===== src/rtl/regfile_sb.sv =====
// Multi-read-port register file with a per-register busy scoreboard.
// Reads are combinational; writes and busy updates take effect at the rising clock edge.
module regfile_sb #(
  parameter int unsigned DATA_WIDTH  = 32,
  parameter int unsigned INDEX_WIDTH = 5,
  parameter int unsigned READ_PORTS  = 2,
  parameter bit          BYPASS      = 1'b1,
  parameter bit          ZERO_REG    = 1'b1
) (
  input  logic                              i_clk,
  input  logic                              i_rst,
  input  logic                              i_we,
  input  logic [INDEX_WIDTH-1:0]            i_waddr,
  input  logic [DATA_WIDTH-1:0]             i_wdata,
  input  logic                              i_issue,
  input  logic [INDEX_WIDTH-1:0]            i_issue_addr,
  input  logic [READ_PORTS*INDEX_WIDTH-1:0] i_raddr,
  output logic [READ_PORTS*DATA_WIDTH-1:0]  o_rdata,
  output logic [READ_PORTS-1:0]             o_rbusy,
  output logic                              o_any_busy
);
  localparam int unsigned Depth = 2 ** INDEX_WIDTH;

  logic [DATA_WIDTH-1:0] regs_q [Depth];
  logic [Depth-1:0]      busy_q, busy_d;
  logic                  wr_en;
  logic                  issue_en;

  assign wr_en    = i_we && !(ZERO_REG && (i_waddr == '0));
  assign issue_en = i_issue && !(ZERO_REG && (i_issue_addr == '0));

  // Issue is applied last so it wins over a write to the same index.
  always_comb begin
    busy_d = busy_q;
    if (i_we) begin
      busy_d[i_waddr] = 1'b0;
    end
    if (issue_en) begin
      busy_d[i_issue_addr] = 1'b1;
    end
  end

  always_ff @(posedge i_clk or posedge i_rst) begin
    if (i_rst) begin
      for (int unsigned n = 0; n < Depth; n++) begin
        regs_q[n] <= '0;
      end
      busy_q <= '0;
    end else begin
      if (wr_en) begin
        regs_q[i_waddr] <= i_wdata;
      end
      busy_q <= busy_d;
    end
  end

  for (genvar p = 0; p < READ_PORTS; p++) begin : g_rd
    logic [INDEX_WIDTH-1:0] ra;
    logic                   is_zero;
    logic                   fwd;
    logic [DATA_WIDTH-1:0]  rd;
    logic                   rb;

    assign ra      = i_raddr[p*INDEX_WIDTH +: INDEX_WIDTH];
    assign is_zero = ZERO_REG && (ra == '0);
    assign fwd     = BYPASS && wr_en && (i_waddr == ra);

    always_comb begin
      rd = '0;
      rb = 1'b0;
      if (i_rst || is_zero) begin
        rd = '0;
        rb = 1'b0;
      end else if (fwd) begin
        // Forwarded data resolves the hazard, so the port is not stalled.
        rd = i_wdata;
        rb = 1'b0;
      end else begin
        rd = regs_q[ra];
        rb = busy_q[ra];
      end
    end

    assign o_rdata[p*DATA_WIDTH +: DATA_WIDTH] = rd;
    assign o_rbusy[p]                          = rb;
  end

  assign o_any_busy = !i_rst && (|busy_q);

endmodule


===== config.mk =====
export PLATFORM = sky130hd
export DESIGN_NAME = regfile_sb
export DESIGN_NICKNAME = d
export VERILOG_FILES = /design/src/rtl/regfile_sb.sv
export SDC_FILE = /design/constraint.sdc
export NUM_CORES = 2
export LEC_CHECK = 0
export CAP_MARGIN = 5
export CELL_PAD_IN_SITES_DETAIL_PLACEMENT = 1
export CELL_PAD_IN_SITES_GLOBAL_PLACEMENT = 1
export CORE_MARGIN = 3
export CORE_UTILIZATION = 57
export CTS_CLUSTER_SIZE = 40
export DETAILED_ROUTE_END_ITERATION = 12
export PLACE_DENSITY_LB_ADDON = 0.1
export RECOVER_POWER = 100
export SLEW_MARGIN = 20
export SYNTH_ARGS = -nofsm -noshare
export SYNTH_HDL_FRONTEND = slang
export SYNTH_SLANG_ARGS = --single-unit

===== constraint.sdc =====
create_clock -name i_clk -period 99 [get_ports i_clk]
set_input_delay 19.8 -clock i_clk [delete_from_list [all_inputs] [get_ports i_clk]]
set_output_delay 19.8 -clock i_clk [all_outputs]
set_load 0.01 [all_outputs]

==> reports/qor.yml <==
pwr:
  seqPwrFrac_pct: 44.6
  pwr-share-comb_pct: 20.6
  power_frac_clock_pct: 34.8
  internal_power_mw: 0.937
  p_per_area_mw_per_mm2: 20.9
  p_switching_mw: 0.377
  switching_share_pct: 28.7
  vdd_drop_max_mv: 0.0215
  power_leakage_nw: 27.8
  design_power_total_mw: 1.31
critical_path:
  critical_path.max_fanout: 55
  crit_required_ps: 79200
  worst-setup-path-type: "in2out"
  crit_arrival_ps: 32980
  start_kind: "input port"
  worstSetupEndpointType: "output pin"
global_route:
  grt_start_max_net_pins: 187
  global_route.usage.total_pct: 40.0
  grt.overflow.total: 0
  grt_first_pass_wirelength_um: 304000
  grt_pass1_vias: 43600
  antenna_found_initial: 12
clocking:
  cts_tree: "built"
  cts_buffers: 116
  htree_num_levels: 3
  cts_max_path_buffers: 3
  cts.reportedPaths.clkPinSlew_ps: 60
  ctsHoldBuffers: 0
  clock_tree.root_cell: "sky130_fd_sc_hd__clkbuf_16"
  clock_sink_count: 1056
  clock_insertion_delay_worst_skew_ps: 710
  cts_post_setup_buffers_inserted: 0
  post_cts_resize_count: 0
synthesis:
  synth_nets: 4206
  yosys-top-cells-area: "sky130_fd_sc_hd__dfrtp_1 (46%), sky130_fd_sc_hd__mux2_2 (20%), sky130_fd_sc_hd__mux4_2 (13%)"
  netlist_top_cells_count: "sky130_fd_sc_hd__dfrtp_1 (1,056), sky130_fd_sc_hd__mux2_2 (1,026), sky130_fd_sc_hd__mux2i_1 (458)"
  synth.top_cell.area_share_pct: 45.9
  yosys.area.top_type: "sky130_fd_sc_hd__dfrtp_1"
  netlist_instances: 4150
  yosysMostFrequentCell: "sky130_fd_sc_hd__dfrtp_1"
  synthesis.area_per_instance_um2: 13.9
  synth-warning-count: 0
  count_of_state_elements_after_synthesis: 1056
  mappedNetlistArea_mm2: 0.0576
  ys_async_sr_fraction_pct: 100
  synth.distinct_cells: 55
  yosysSeqAreaShare_pct: 45.9
  post_synth_edffs: 0
  ys_dominant_reg_cell: "sky130_fd_sc_hd__dfrtp_1"
routing:
  route.detailed.wl_per_inst_um: 38.3
  drt-initial-drc-count: 4332
  detail-route-antenna-nets: 0
  detailroute.via_count: 40300
  drt-pass1-iter-count: 6
  drt_wl_total_um: 208000
  via_density: 7.42
  drc: 0
min_path:
  hold_path_class: "reg2reg"
sta:
  final_max_slew_viol_count: 2247
  max_freq_ghz: 0.0189
  worst_pin_slew_ps: 9820
  total_setup_violations_reported_at_the_end_of_the_flow: 0
  timing.clock.skew_ps: 0
  final_hold_viol_count: 0
  rsz_0062_raised_after_global_routing: "no"
  period_share_pct: 53.3
  finalSetupTns_ps: 0
  postLayoutSetupSlackWorst_ps: 46220
  period_minus_slack_ps: 52780
  slew_headroom_pct: -554
floorplan:
  core-area_mm2: 0.0993
  number_of_placement_rows: 115
  io_pins: 123
  dieArea_mm2: 0.105
  vertical_die_dimension_um: 324
  initial_utilization_pct: 58.0
  die_width_um: 324
layout:
  seq_area_mm2: 0.0264
  final_cell_count_no_fill: 5432
  finish.utilization_pct: 63.4
  count_of_fill_cells_added_during_filler_insertion: 9054
  drive_above_1_share_pct: 39.8
  layout-area-overhead-vs-synth_pct: 9.33
  final_stage_net_count: 4104
  area_of_combinational_cells_with_multiple_inputs_mm2: 0.0290
placed_design:
  dpl.cell_count: 5215
  place.detailed.hpwl_um: 122000
  port_buffers: 122
  gp_routability_congestion: 0.871
  post-place-ws_ps: 54620
outcome:
  status: "complete, but fails checks"
  violations: "max-capacitance violations, max-slew violations"
job:
  count_of_maximum_capacitance_violations: 61
[worst paths after layout]
check | startpoint | endpoint | slack, ps | cells past startpoint
min reg2reg | regs_q[1003] | regs_q[1003] | 390 | 0
min in group asynchronous | i_rst | busy_q[12] | 21350 | 2
max | i_raddr[6] | o_rdata[53] | 46220 | 10
max in group asynchronous | i_rst | regs_q[669] | 58330 | 7
max reg2reg | regs_q[307] | regs_q[307] | 98120 | 1
min | regs_q[1003] | regs_q[1003] | 390 | 0
[critical path, cell delays in order]
cell and delay (ps):
sky130_fd_sc_hd__clkbuf_1 2000, sky130_fd_sc_hd__clkbuf_1 3280, sky130_fd_sc_hd__clkbuf_1 2900, sky130_fd_sc_hd__nor2_4 -140, sky130_fd_sc_hd__clkbuf_1 1310, sky130_fd_sc_hd__a2111oi_0 940
sky130_fd_sc_hd__clkbuf_1 1560, sky130_fd_sc_hd__nand2_1 270, sky130_fd_sc_hd__o41ai_2 220, sky130_fd_sc_hd__dlygate4sd3_1 700
[cell usage in the layout (no fill, tap or decap), types with 5 or more instances in the layout]
cell type                         netlist  final
sky130_fd_sc_hd__nor3b_1                8      8
sky130_fd_sc_hd__dfrtp_1             1056   1056
sky130_fd_sc_hd__o21ai_0               33     41
sky130_fd_sc_hd__nor2_1                27     24
sky130_fd_sc_hd__clkinv_2               0     23
sky130_fd_sc_hd__buf_4                 58     62
sky130_fd_sc_hd__a22o_1                77     77
sky130_fd_sc_hd__o211ai_1              14     14
sky130_fd_sc_hd__clkbuf_8               0     28
sky130_fd_sc_hd__mux2_2              1026   1001
sky130_fd_sc_hd__a221oi_1              19     19
sky130_fd_sc_hd__nand2_1              122    125
sky130_fd_sc_hd__a211o_1                7      7
sky130_fd_sc_hd__diode_2                0      5
sky130_fd_sc_hd__nor2b_4                0      6
sky130_fd_sc_hd__o41ai_2               11     11
sky130_fd_sc_hd__buf_2                159     13
sky130_fd_sc_hd__clkdlybuf4s50_1        0     51
sky130_fd_sc_hd__bufinv_16              0     13
sky130_fd_sc_hd__nand3_1               54     54
sky130_fd_sc_hd__nand4_1               19     19
sky130_fd_sc_hd__xnor2_1               10     10
sky130_fd_sc_hd__nor4_1                 8      8
sky130_fd_sc_hd__clkinvlp_4             0      6
sky130_fd_sc_hd__clkbuf_1             204     73
sky130_fd_sc_hd__mux2i_1              458    458
sky130_fd_sc_hd__nor2b_1               24     16
sky130_fd_sc_hd__a22oi_1              121    121
sky130_fd_sc_hd__mux4_2               334    334
sky130_fd_sc_hd__a211oi_1              52     52
sky130_fd_sc_hd__a21oi_1               97     97
sky130_fd_sc_hd__dlygate4sd3_1          0     50
sky130_fd_sc_hd__o22ai_1               39     39
sky130_fd_sc_hd__clkbuf_16              0    119
sky130_fd_sc_hd__nand3b_1               8      8
sky130_fd_sc_hd__buf_8                  0      6
sky130_fd_sc_hd__mux2_1                10     35
[cell families (layout without fill, tap and decap cells)]
logic type / Yosys count / count (layout) / share of synthesized area, %
DFF: 1056 / 1056 / 45.9
muxes: 1828 / 1828 / 41.3
other: 0 / 5 / 0
xor gates and xnor gates: 10 / 10 / 0.152
AOI/OAI and AO/OA: 493 / 493 / 6.21
buffers and inverters: 461 / 451 / 3.89
and+or+nand+nor: 302 / 302 / 2.60
[final cells by class]
class	instances	share of cell area, %
antenna	5	0.0199
clock buffer	167	5.46
clock inverter	43	0.888
inverter	2	0.0139
multi-input combinational	2633	46.1
sequential	1056	42.0
tap	1287	2.56
timing repair buffer	239	3.04
[state kept, by name (all words and copies together), names as in the netlist]
signal and flops:
regs_q 1024, busy_q 32
[layer usage]
metal / vias to the layer above / share of wire, % / global-route usage (%) / routed length (µm)
met5: - / 0.036 / 0 / 75
met4: 10 / 7.3 / 25.4 / 15200
met3: 795 / 9.2 / 9.25 / 19200
met2: 2253 / 46 / 62.3 / 95300
met1: 21600 / 38 / 50.9 / 78500
li1: 15600 / - / - / -
[metrics by stage]
| step | hold slack, ps | area [µm²] |
|---|---|---|
| 6_report | 394 | 63000 |
| 5_1_grt | 408 | 63000 |
| 4_1_cts | 397 | 63400 |
| 3_5_place_dp | 384 | 59400 |
| 3_3_place_gp | 377 | 59300 |
| 2_1_floorplan | 441 | 57600 |
[power groups by stage]
| stage | Clock, mW | Combinational [mW] | Sequential (mW) |
|---|---|---|---|
| final | 0.457 | 0.270 | 0.586 |
| after detailed placement | 0 | 0.267 | 0.588 |
| after global placement | 0 | 0.253 | 0.575 |
| after floorplan | 0 | 0.204 | 0.563 |
| after global routing | 0.481 | 0.288 | 0.594 |
| after CTS | 0.461 | 0.270 | 0.582 |
Power figures use the tool's default switching activity.
==> edit (same flow settings) <==
`ZERO_REG`: 1'b1 -> 1'b0.
--- a/src/rtl/regfile_sb.sv
+++ b/src/rtl/regfile_sb.sv
@@ -6,5 +6,5 @@
   parameter int unsigned READ_PORTS  = 2,
   parameter bit          BYPASS      = 1'b1,
-  parameter bit          ZERO_REG    = 1'b1
+  parameter bit          ZERO_REG    = 1'b0
 ) (
   input  logic                              i_clk,
Function: changed (a bounded check fails within 4 cycles, from zero or initial values and one cycle with i_rst high).
==> edit against the unedited design <==
- the flow still finishes with violations (capacitance limit, slew limit)
- routed wire length rose by 0.83%
- area after synthesis barely moved
- power up 0.22%
- worst setup slack gained 3.5 ns
- core utilization down 0.14 points
- sequential cell count is the same
- clock skew unchanged
- final area decreased by 0.23%
==> edit: results <==
export IMPL_setup_worst_path_start="i_rst"
export IMPL_hpwlAfterDp_microns=122000
export IMPL_outcome="complete, but fails checks"
export IMPL_numCtsBuffers=115
export IMPL_grt_max_degree=197
export IMPL_min_delay_start="regs_q[372]$_DFFE_PP0P_"
export IMPL_cap_violations=56
export IMPL_drt_first_iter_violations=4381
export IMPL_synthMuxAreaShare_pct=41.3
export IMPL_synth_commonest_cells="1,056 x dfrtp_1, 1,009 x mux2_2, 396 x mux2i_1"
export IMPL_groute_usage_overall_pct=40.3
export IMPL_grt_pass1_wl_microns=306000
export IMPL_post_synth_xor_area_fraction_pct=0.152
export IMPL_drive_above_1_share_pct=40.7
export IMPL_violations="capacitance limit, slew limit"
export IMPL_ir_worst_vdd_v=0.0000167
export IMPL_post_synth_cell_area_avg_sq_um=14.1
export IMPL_cp_slowest_stage_delay_ns=3.00
export IMPL_timing_max_transition_violations_final=2042
export IMPL_syn_nets=4128
export IMPL_r2r_end="regs_q[1005]$_DFFE_PP0P_"
export IMPL_initial_antenna_violation_count=9
export IMPL_worst_endpoint_arrival_ns=29.46
export IMPL_reg2reg_from="regs_q[1005]$_DFFE_PP0P_"
export IMPL_final_period_utilization_pct=49.8
export IMPL_sequentialPower_uw=590
export IMPL_multi_input_comb_area_sq_mm=0.0290
export IMPL_whs_ns=0.522
export IMPL_grt_pass1_vias=43600
export IMPL_wl_microns=210000
## edit: cell types whose count changed after synthesis, sizes merged, moves of 25 or more
cell,unedited run,this run
mux2i,458,396
nand2,126,70
nand2b,2,51
clkbuf,207,160
a21oi,97,54
a211oi,52,11
mux4,334,367
a22oi,121,153
nor2,29,54
o22ai,39,64
## edit: final cells by class
cell class	count	area share [%]
multi-input cells	2591	46.2
flip-flops and latches	1056	42.1
clock buffers	176	5.56
repair buffers	231	2.84
well taps	1287	2.56
clock inverters	34	0.771
diodes	5	0.0199
inverters	2	0.0139
## edit: layer usage
| metal | GRT usage, % | wire, microns | vias up |
|---|---|---|---|
| li1 | - | - | 15500 |
| met5 | 0 | 27 | - |
| met3 | 10.2 | 19200 | 722 |
| met1 | 51.8 | 79700 | 21900 |
| met4 | 23.1 | 13000 | 4 |
| met2 | 62.6 | 98100 | 2302 |
## edit: cells by family after synthesis
family,Yosys count
compound gates,490
flops,1056
xor+xnor,10
mux,1789
buf+inv,425
simple gates,302
